--- src/rtl/mux_pkg.sv ---
// Shared constants and helpers for the N-channel round-robin mux.
// Imported by mux_nxw_rr and rr_pick.
package mux_pkg;

  localparam logic MODE_DIRECT = 1'b0;
  localparam logic MODE_RR     = 1'b1;

  function automatic int clog2_min1(input int n);
    return (n > 2) ? $clog2(n) : 1;
  endfunction

endpackage

--- src/rtl/rr_pick.sv ---
// Round-robin picker: first set req bit at or after ptr, wrapping.
// Rotates a doubled request vector, then does a fixed priority scan.
module rr_pick
  import mux_pkg::*;
#(
  parameter int CHANNELS = 8,
  parameter int SEL_W    = clog2_min1(CHANNELS)
) (
  input  logic [CHANNELS-1:0] req,
  input  logic [SEL_W-1:0]    ptr,
  output logic                any,
  output logic [SEL_W-1:0]    idx
);

  localparam int SW1 = SEL_W + 1;

  logic [CHANNELS-1:0] rot;
  logic [SW1-1:0]      pos;

  // rot[j] is req[(ptr + j) mod CHANNELS]; ptr is always < CHANNELS
  assign rot = CHANNELS'({req, req} >> ptr);

  always_comb begin
    any = 1'b0;
    idx = '0;
    pos = '0;
    for (int j = CHANNELS - 1; j >= 0; j--) begin
      if (rot[j]) begin
        any = 1'b1;
        pos = {1'b0, ptr} + SW1'(j);
        if (pos >= SW1'(CHANNELS)) begin
          pos = pos - SW1'(CHANNELS);
        end
        idx = pos[SEL_W-1:0];
      end
    end
  end

endmodule

--- src/rtl/mux_nxw_rr.sv ---
// CHANNELS x WIDTH mux, direct or round-robin select,
// feeding a one-entry registered valid/ready output stage.
module mux_nxw_rr
  import mux_pkg::*;
#(
  parameter int WIDTH    = 4,
  parameter int CHANNELS = 8,
  parameter int SEL_W    = clog2_min1(CHANNELS)
) (
  input  logic                      clk,
  input  logic                      reset,
  input  logic [CHANNELS*WIDTH-1:0] in_data,
  input  logic [CHANNELS-1:0]       in_valid,
  output logic [CHANNELS-1:0]       in_ready,
  input  logic                      mode,
  input  logic [SEL_W-1:0]          select,
  output logic [WIDTH-1:0]          out_data,
  output logic [SEL_W-1:0]          out_sel,
  output logic                      out_valid,
  input  logic                      out_ready
);

  localparam int NP  = 1 << SEL_W;
  localparam int SW1 = SEL_W + 1;

  logic             valid_q, valid_d;
  logic [WIDTH-1:0] data_q, data_d;
  logic [SEL_W-1:0] sel_q, sel_d;
  logic [SEL_W-1:0] ptr_q, ptr_d;

  logic             rr_any;
  logic [SEL_W-1:0] rr_idx;
  logic [NP-1:0]    vpad;
  logic             sel_ok;
  logic             grant;
  logic [SEL_W-1:0] gidx;
  logic [WIDTH-1:0] gword;
  logic [SEL_W-1:0] ptr_nxt;
  logic             load;
  logic             xfer;

  rr_pick #(
    .CHANNELS (CHANNELS),
    .SEL_W    (SEL_W)
  ) u_pick (
    .req (in_valid),
    .ptr (ptr_q),
    .any (rr_any),
    .idx (rr_idx)
  );

  // Padded so an out-of-range select reads a zero, never an X
  assign vpad   = NP'(in_valid);
  assign sel_ok = {1'b0, select} < SW1'(CHANNELS);

  always_comb begin
    grant = 1'b0;
    gidx  = '0;
    case (mode)
      MODE_RR: begin
        grant = rr_any;
        gidx  = rr_idx;
      end
      MODE_DIRECT: begin
        grant = sel_ok && vpad[select];
        gidx  = select;
      end
      default: ;
    endcase
  end

  always_comb begin
    gword = '0;
    for (int i = 0; i < CHANNELS; i++) begin
      if (SEL_W'(i) == gidx) begin
        gword = in_data[i*WIDTH +: WIDTH];
      end
    end
  end

  assign load = !valid_q || out_ready;
  assign xfer = load && grant && !reset;

  always_comb begin
    in_ready = '0;
    for (int i = 0; i < CHANNELS; i++) begin
      in_ready[i] = xfer && (SEL_W'(i) == gidx);
    end
  end

  // Explicit wrap so non-power-of-two CHANNELS works
  assign ptr_nxt = (gidx == SEL_W'(CHANNELS - 1))
                 ? '0 : gidx + SEL_W'(1);

  always_comb begin
    valid_d = valid_q;
    data_d  = data_q;
    sel_d   = sel_q;
    ptr_d   = ptr_q;
    if (load) begin
      valid_d = grant;
      if (grant) begin
        data_d = gword;
        sel_d  = gidx;
        if (mode == MODE_RR) begin
          ptr_d = ptr_nxt;
        end
      end
    end
  end

  always_ff @(posedge clk) begin
    if (reset) begin
      valid_q <= 1'b0;
      data_q  <= '0;
      sel_q   <= '0;
      ptr_q   <= '0;
    end else begin
      valid_q <= valid_d;
      data_q  <= data_d;
      sel_q   <= sel_d;
      ptr_q   <= ptr_d;
    end
  end

  assign out_valid = valid_q;
  assign out_data  = data_q;
  assign out_sel   = sel_q;

endmodule

--- config.mk ---
export PLATFORM = sky130hd
export DESIGN_NAME = mux_nxw_rr
export DESIGN_NICKNAME = d
export VERILOG_FILES = /design/src/rtl/mux_pkg.sv /design/src/rtl/rr_pick.sv /design/src/rtl/mux_nxw_rr.sv
export SDC_FILE = /design/constraint.sdc
export NUM_CORES = 1
export LEC_CHECK = 0
export ABC_AREA = 1
export CORE_MARGIN = 2
export CORE_UTILIZATION = 46
export CTS_CLUSTER_SIZE = 12
export DETAILED_ROUTE_END_ITERATION = 12
export GPL_TIMING_DRIVEN = 0
export PLACE_DENSITY = 0.82
export SYNTH_ARGS = -nofsm -noshare
export SYNTH_HDL_FRONTEND = slang
export SYNTH_SLANG_ARGS = --single-unit
--- constraint.sdc ---
create_clock -name clk -period 5.05 [get_ports clk]
set_clock_uncertainty 0.1 [all_clocks]
set_input_delay 1.515 -clock clk [delete_from_list [all_inputs] [get_ports clk]]
set_output_delay 1.515 -clock clk [all_outputs]
set_load 0.02 [all_outputs]
### After elaboration in Yosys (flattened, before gate mapping)

Cells that the tools add are included.

| storage, ports and cells | value |
|---|---|
| flip-flop bits (word level) | 11 |
| latch bits | 0 |
| bits in writable memories | 0 |
| memory bits (read-only) | 0 |
| logic and storage cells | 92 |
| memories | 0 |

| operators by class | value |
|---|---|
| add/subtract/negate cells | 16 |
| multiply operators | 0 |
| div/mod/pow operators | 0 |
| order comparisons | 9 |
| equal/unequal tests | 8 |
| shift-type cells | 1 |
| multiplexer cells | 37 |
| bitwise operators | 1 |
| reductions and logical operators | 16 |

Operator list:

| cell | number |
|---|---|
| two-way mux 3 bit | 17 |
| two-way mux 4 bit | 8 |
| greater-or-equal comparator 4 bit (second input constant) | 7 |
| subtractor 3 x 1 -> 3 bit (second input constant) | 8 |
| adder 3 x 3 -> 4 bit (second input constant) | 4 |
| >> shifter 16 x 3 -> 8 bit | 1 |
| equality test 3 bit (first input constant) | 4 |
| logical AND 1 bit | 10 |
| two-way mux 1 bit | 9 |
| adder 3 x 2 -> 4 bit (second input constant) | 2 |
| equality test 2 x 3 -> 1 bit (first input constant) | 2 |
| case mux 3 bit (2 select lines) | 1 |
| adder 3 x 1 -> 4 bit (second input constant) | 1 |
| greater-or-equal comparator 3 x 4 -> 1 bit (second input constant) | 1 |
| less-than comparator 3 x 4 -> 1 bit (second input constant) | 1 |
| adder 3 x 1 -> 3 bit (second input constant) | 1 |
| binary-select mux 1 bit (select 3 bit) | 1 |
| equality test 1 x 3 -> 1 bit (first input constant) | 1 |
| equality test 3 bit (second input constant) | 1 |
| logical NOT 3 bit | 1 |
| AND reduction 3 bit | 1 |
| logical NOT 1 bit | 2 |
| case mux 1 bit (2 select lines) | 1 |
| AND reduction 2 bit | 1 |
| 2 further kinds | 2 |

### Logic depth before layout (Yosys ltp)

Gate-level depths: netlist (run 1).

| logic depth | value |
|---|---|
| depth after elaboration | 21 |
| mapped depth | 28 |
| depth with buffers taken out | 27 |

### Cells and area by module

A second synthesis (run 1) with hierarchy kept.

| second synthesis, totals | value |
|---|---|
| cells, all modules | 329 |
| area, all modules | 1871.8 um^2 |

Modules (own cells, without submodules):

| module | times used | cells each | area each (um^2) | sequential area each (um^2) |
|---|---|---|---|---|
| mux_nxw_rr | 1 | 202 | 1134.8 | 220.2 |
| rr_pick | 1 | 127 | 737.0 | 0.0 |

### Least setup slack after synthesis (run 1)

OpenSTA, ideal clock, no wires.

| timing path | value |
|---|---|
| path type | in2out |
| start | input port in_valid[1] |
| end | output port in_ready[1] |
| data arrival time | 3.558 ns |
| required time | 3.435 ns |
| slack | -0.123 ns |
| stages on the path | 17 |
| cells stage by stage | nand2_1 nand3_1 nand3_1 nand2_2 inv_2 nor2_1 a221oi_1 o221ai_1 o211ai_1 a21oi_1 o21ai_0 nand2_1 inv_1 ha_1 buf_6 inv_1 nor3_1 |

| between the ends | value |
|---|---|
| elaborated cells between the ends (all ways) | 25 |
| classes of those cells | eq/ne: 1; shift: 1; mux: 20; reduce/logical: 3 |

RTL lines:

| element | line | RTL |
|---|---|---|
| start, declared | mux_nxw_rr.sv:13 | `input logic [CHANNELS-1:0] in_valid,` |
| >> shifter 16 x 3 -> 8 bit * | rr_pick.sv:21 | `assign rot = CHANNELS'({req, req} >> ptr);` |
| two-way mux 3 bit (7 in series) | rr_pick.sv:28 | `if (rot[j]) begin` |
| two-way mux 3 bit * | rr_pick.sv:28 |  |
| case mux 3 bit (2 select lines) * | mux_nxw_rr.sv:59 | `case (mode)` |
| named net gidx[1] | mux_nxw_rr.sv:36 | `logic [SEL_W-1:0] gidx;` |
| equality test 1 x 3 -> 1 bit * | mux_nxw_rr.sv:87 | `in_ready[i] = xfer && (SEL_W'(i) == gidx);` |
| logical AND 1 bit * | mux_nxw_rr.sv:87 |  |
| end, declared | mux_nxw_rr.sv:14 | `output logic [CHANNELS-1:0] in_ready,` |

The timed path passes the listed nets; every way through them passes the cells marked *. The select of a mux whose other input is x is not followed.

### Worst setup path after layout (run 1)

| timing path | value |
|---|---|
| start | input port in_valid[0] |
| end | output port in_ready[6] |

| between the ends | value |
|---|---|
| elaborated cells between the ends (all ways) | 25 |
| classes of those cells | eq/ne: 1; shift: 1; mux: 20; reduce/logical: 3 |

RTL lines:

| element | line |
|---|---|
| >> shifter 16 x 3 -> 8 bit * | rr_pick.sv:21 |
| two-way mux 3 bit (7 in series) | rr_pick.sv:28 |
| two-way mux 3 bit * | rr_pick.sv:28 |
| case mux 3 bit (2 select lines) * | mux_nxw_rr.sv:59 |
| named net gidx[0] | mux_nxw_rr.sv:36 |
| equality test 3 bit * | mux_nxw_rr.sv:87 |
| logical AND 1 bit * | mux_nxw_rr.sv:87 |

Marks and branches as above.

==> flow_metrics.env, run 1 <==
export IMPL_status="complete, but fails checks"
export IMPL_violations="setup timing"
export IMPL_synthTopCellsByArea="nand2_1 (21%), dfxtp_1 (13%), nand3_1 (11%), inv_1 (7.8%), nor2_1 (6.1%)"
export IMPL_cts_buffers_inserted=3
export IMPL_hp_class="reg2reg"
export IMPL_numPortBuffers=62
export IMPL_required_ns=3.44
export IMPL_ys_warn_count=0
export IMPL_routed_wl_um=8630
export IMPL_io_pins=63
export IMPL_max_cap_violations=0
export IMPL_synth_top_cell_area_share_pct=20.6
export IMPL_clock_path_buffers=2
export IMPL_multi_input_area_um2=1680
export IMPL_powerDensity_nw_per_um2=301
export IMPL_ys_flop_type="dfxtp_1"
export IMPL_worst_hold_slack_ns=0.369
export IMPL_peakVddDrop_v=0.000241
export IMPL_firstDrtPassIters=10
export IMPL_layout_common_cells="nand2_1 (75), clkdlybuf4s50_1 (46), buf_4 (40)"
export IMPL_tritoncts="built"
export IMPL_grt_remaining_overflow=0
export IMPL_cts_htree_levels=1
export IMPL_top_layer="met4"
export IMPL_wl_met3_um=864
export IMPL_drtIter0Drc=378
export IMPL_rsz0062_at_grt="yes"
export IMPL_clkTransAtPathRegs_ns=0.05
export IMPL_fillers=180
export IMPL_grt_pass1_wl_um=11900
export IMPL_period_minus_slack_ns=5.38
export IMPL_n_antenna_cell=0
export IMPL_clock_latency_ns=0.25
export IMPL_final_area_um2=3190
export IMPL_wl_per_cell_um=18.7
export IMPL_rows=22
export IMPL_ctsHoldBuffers=0
export IMPL_synth_cell_types=34
export IMPL_max_freq_ghz=0.186
export IMPL_grt_start_max_net_pins=11
export IMPL_avgSynthCellArea_um2=5.53
export IMPL_post_route_worst_setup_slack_ns=-0.327
export IMPL_synth_edff_count=0
export IMPL_post_dp_hpwl_um=4190
export IMPL_cts_sinks=11
export IMPL_dieArea_um2=4270
export IMPL_worstSetupPathType="in2out"
export IMPL_gp_congestion=0.938
export IMPL_antenna_left=0
export IMPL_drc=0
export IMPL_worstSetupEndpointType="output pin"
export IMPL_drive_gt1_share_pct=38.0
export IMPL_async_reset_ff_share_pct=0
export IMPL_synth_nets=368
export IMPL_final_core_util_pct=87.7
export IMPL_worstPathArrival_ns=3.76
export IMPL_syn_cell_area_um2=1730
export IMPL_relSlewSlack_pct=75.6
export IMPL_drt_met1_wl_um=3110
export IMPL_area_sequential_um2=220
export IMPL_vias_per_cell=6.07
export IMPL_grt_pass1_vias=2512
export IMPL_timing_final_crit_share_pct=106
export IMPL_synth_seq_cells=11
export IMPL_wl_met2_um=4100
export IMPL_core_area_um2=3630
export IMPL_layout_commonest_cell="nand2_1"
export IMPL_antenna_found_initial=0
export IMPL_final_max_slew_viol_count=0
export IMPL_area_delta_synth_final_pct=84.2
export IMPL_finalSetupViolCount=8
export IMPL_die_height_um=65.3
export IMPL_synth_top_area_cell="nand2_1"
export IMPL_num_vias=2800
export IMPL_worst_pin_slew_ns=0.356
export IMPL_cp_max_fo=4
export IMPL_p_leak_nw=1.53
export IMPL_crit_path_start_kind="input port"
export IMPL_start_util_pct=47.6
export IMPL_clockRootBuffer="clkbuf_8"
export IMPL_hold_viol_final=0
export IMPL_synthesis_instances=313
export IMPL_die_x_um=65.3
export IMPL_grt_usage_pct=35.8
export IMPL_synth_seq_area_share_pct=12.7
export IMPL_nets=469
export IMPL_placed_area_um2=2430
[Yosys cell counts, drive strengths merged, types with 2 or more instances]
| cell | n |
|---|---|
| inv | 49 |
| o21ai | 23 |
| nor3 | 2 |
| nand3 | 43 |
| a21oi | 19 |
| o22ai | 2 |
| ha | 8 |
| xnor2 | 2 |
| dfxtp | 11 |
| nand2 | 103 |
| buf | 7 |
| o221ai | 3 |
| nor2 | 30 |
| o211ai | 2 |
[layer usage]
layer	GRT usage (%)	vias up
li1	-	1214
met1	42.0	1246
met4	19.0	0
met3	5.82	85
met2	62.1	255
met5	0	-
[sequential cells by signal (all words and copies together), names as in the netlist]
| register | flops |
|---|---|
| out_data | 4 |
| out_sel | 3 |
| out_valid | 1 |
| ptr_q | 3 |
[cell type report]
class                           instances  share of cell area, %
Inverter                               50                   6.59
Sequential cell                        11                   6.91
Timing Repair Buffer                   97                   28.7
Tap cell                               48                   1.88
Multi-Input combinational cell        245                   52.6
Buffer                                  6                   1.92
Clock buffer                            4                   1.41
[through the flow]
step / cells / TNS, ns / setup slack [ns] / power [mW]
finish: 461 / -2.32 / -0.327 / 0.959
global route: 461 / -3.34 / -0.459 / 1.00
CTS: 450 / -0.541 / -0.118 / 0.827
detailed placement: 423 / -9.85 / -1.33 / 0.584
global placement: 423 / -9.61 / -1.27 / 0.579
floorplan: 313 / 0 / 0.00147 / 0.447
[final timing paths]
| path | start | end | slack, ns | cells past startpoint |
|---|---|---|---|---|
| worst min-delay path | out_data[3] | out_data[3] | 0.37 | 2 |
| worst min register to register | out_data[3] | out_data[3] | 0.37 | 2 |
| worst max register to register | ptr_q[0] | out_data[1] | 1.22 | 27 |
| worst max-delay path | in_valid[0] | in_ready[6] | -0.33 | 16 |
[cells by family (layout without fill, tap and decap cells)]
family	after synthesis	count (layout)	synth area share, %
buf+inv	57	157	15.2
compound gates	54	54	18.4
fa+ha+maj	8	8	5.78
simple gates	180	180	46.3
xor+xnor	3	3	1.52
flops	11	11	12.7
[worst max-delay path, stage by stage]
cell and delay [ns]:
buf_6 0.11, nand2_4 0.07, nand3_2 0.11, nand3_1 0.12, nand2_2 0.12, buf_4 0.19, o31ai_4 0.25, a21oi_1 0.11
o221ai_1 0.23, o21ai_2 0.14, inv_2 0.13, buf_6 0.12, ha_4 0.18, nand2_4 0.06, nor2_1 0.13, buf_4 0.16
[timing repair]
action                     in CTS  in global routing
setup buffers                  23                 12
pin swaps                      38                 22
gates cloned                    0                  0
resized for setup             172                 23
setup endpoints to repair       8                  8
[power by group]
part | internal (mW) | switching, mW | total (mW) | leakage [nW]
registers | 0.103 | 0.0111 | 0.114 | 0.0911
clock network | 0.0556 | 0.0346 | 0.0902 | 0.0228
logic | 0.316 | 0.439 | 0.755 | 1.42
Power figures use the tool's default switching activity.
==> inputs of run 2 (changes only) <==
- CAP_MARGIN: default -> 0
- SKIP_LAST_GASP: default -> 1
==> run 2 against run 1 <==
- global-route usage fell by 0.54 points
- cell area fell by 1.0%
- clock power rose by 0.8%
- largest cell class unchanged
- first-iteration DRC count rose by 4.0%
- maximum frequency rose by 0.82%
- the run still ends with setup timing left
- worst hold slack barely moved
- critical path depth fell by 3
- via count fell by 1.0%
- register-to-register slack improved by 0.03 ns
- core utilization fell by 0.90 points
- clock-buffer cell count did not move
- combinational power fell by 2%
==> flow_metrics.env, run 2 (synthesized netlist as in run 1, its figures left out) <==
export IMPL_status="complete, but fails checks"
export IMPL_violations="setup timing"
export IMPL_p_total_mw=0.944
export IMPL_place_ws_ns=-1.33
export IMPL_routed_wl_um=8410
export IMPL_max_cap_violations=0
export IMPL_gp_congestion=0.938
export IMPL_cts_htree_levels=1
export IMPL_wl_per_cell_um=18.4
export IMPL_tritoncts="built"
export IMPL_crit_path_start_kind="input port"
export IMPL_core_area_um2=3630
export IMPL_peakVddDrop_v=0.000260
export IMPL_layout_common_cells="nand2_1 (75), clkdlybuf4s50_1 (46), buf_4 (38)"
export IMPL_required_ns=3.44
export IMPL_start_util_pct=47.6
export IMPL_final_max_slew_viol_count=0
export IMPL_drtIter0Drc=393
export IMPL_hold_viol_final=0
export IMPL_antenna_left=0
export IMPL_final_instance_count_excl_fill=458
export IMPL_rows=22
export IMPL_layout_commonest_cell="nand2_1"
export IMPL_grt_pass1_wl_um=11800
export IMPL_firstDrtPassIters=7
export IMPL_relSlewSlack_pct=60.9
export IMPL_grt_start_max_net_pins=11
export IMPL_largest_reg_flops=4
export IMPL_worstSetupEndpointType="output pin"
export IMPL_worst_pin_slew_ns=0.571
export IMPL_p_leak_nw=1.53
export IMPL_nets=466
export IMPL_die_height_um=65.3
export IMPL_clkTransAtPathRegs_ns=0.05
export IMPL_rsz0062_at_grt="yes"
export IMPL_finalSetupViolCount=8
export IMPL_cts_buffers_inserted=3
export IMPL_setup_tns_ns=-2.10
export IMPL_num_vias=2771
export IMPL_final_core_util_pct=86.8
export IMPL_max_freq_ghz=0.187
export IMPL_powerDensity_nw_per_um2=299
export IMPL_clockRootBuffer="clkbuf_8"
export IMPL_dp_cells=423
export IMPL_post_dp_hpwl_um=4190
export IMPL_ctsHoldBuffers=0
export IMPL_worstSetupPathType="in2out"
export IMPL_area_delta_synth_final_pct=82.4
export IMPL_clock_path_buffers=2
export IMPL_dieArea_um2=4270
export IMPL_cp_max_fo=8
export IMPL_post_route_worst_setup_slack_ns=-0.284
export IMPL_io_pins=63
export IMPL_period_minus_slack_ns=5.33
export IMPL_vias_per_cell=6.05
export IMPL_timing_final_crit_share_pct=106
export IMPL_antenna_found_initial=0
export IMPL_die_x_um=65.3
export IMPL_grt_usage_pct=35.3
export IMPL_grt_pass1_vias=2508
export IMPL_drive_gt1_share_pct=37.8
export IMPL_cts_sinks=11
export IMPL_hp_class="reg2reg"
export IMPL_grt_remaining_overflow=0
export IMPL_worstPathArrival_ns=3.72
export IMPL_numPortBuffers=62
export IMPL_drc=0
export IMPL_clock_latency_ns=0.25
export IMPL_n_antenna_cell=0
run 2: repair_timing:
action / in CTS / in global routing
setup endpoints to repair: 8 / 8
gates resized for setup: 170 / 26
setup buffers: 23 / 9
pin swaps: 38 / 20
run 2: power breakdown:
group	total [mW]	switching (mW)	internal [mW]
logic	0.739	0.434	0.306
clock network	0.0909	0.0353	0.0556
registers	0.114	0.0111	0.103
total	0.944	0.480	0.464
run 2: path summary, 6_finish.rpt:
path | from | to | slack, ns | cells past startpoint
max | in_valid[5] | in_ready[4] | -0.28 | 13
min | out_data[0] | out_data[0] | 0.37 | 2
max reg2reg | ptr_q[0] | out_data[1] | 1.25 | 27
min reg2reg | out_data[0] | out_data[0] | 0.37 | 2
run 2: critical path: stages:
cell and delay, ns:
buf_4 0.15, nand2_4 0.09, nand3_2 0.07, nand3_1 0.09
nand2_2 0.13, buf_4 0.19, a2111oi_0 0.46, nand3_1 0.26
o221ai_1 0.17, nor2_2 0.14, nand2_4 0.19, nor2_1 0.08
buf_4 0.16
run 2: cell type report:
cell class	count	area, µm²
buffer	6	61.3
clock buffer	4	45.0
fill	182	478
inverter	50	210
multi-input combinational	245	1680
sequential	11	220
tap	48	60.1
timing repair buffer	94	881
run 2: layer usage:
layer	part of all wire, %	wire length [µm]	global-route usage, %
met1	35	2920	40.9
met2	47	3990	61.1
met3	11	916	5.82
met4	6.9	582	19.8
met5	0	0	0
run 2: metrics by stage:
step	instance area [µm²]	hold slack, ns
2_1_floorplan	1750	0.437
3_3_place_gp	2430	0.355
3_5_place_dp	2430	0.359
4_1_cts	2980	0.366
5_1_grt	3160	0.383
6_report	3160	0.369
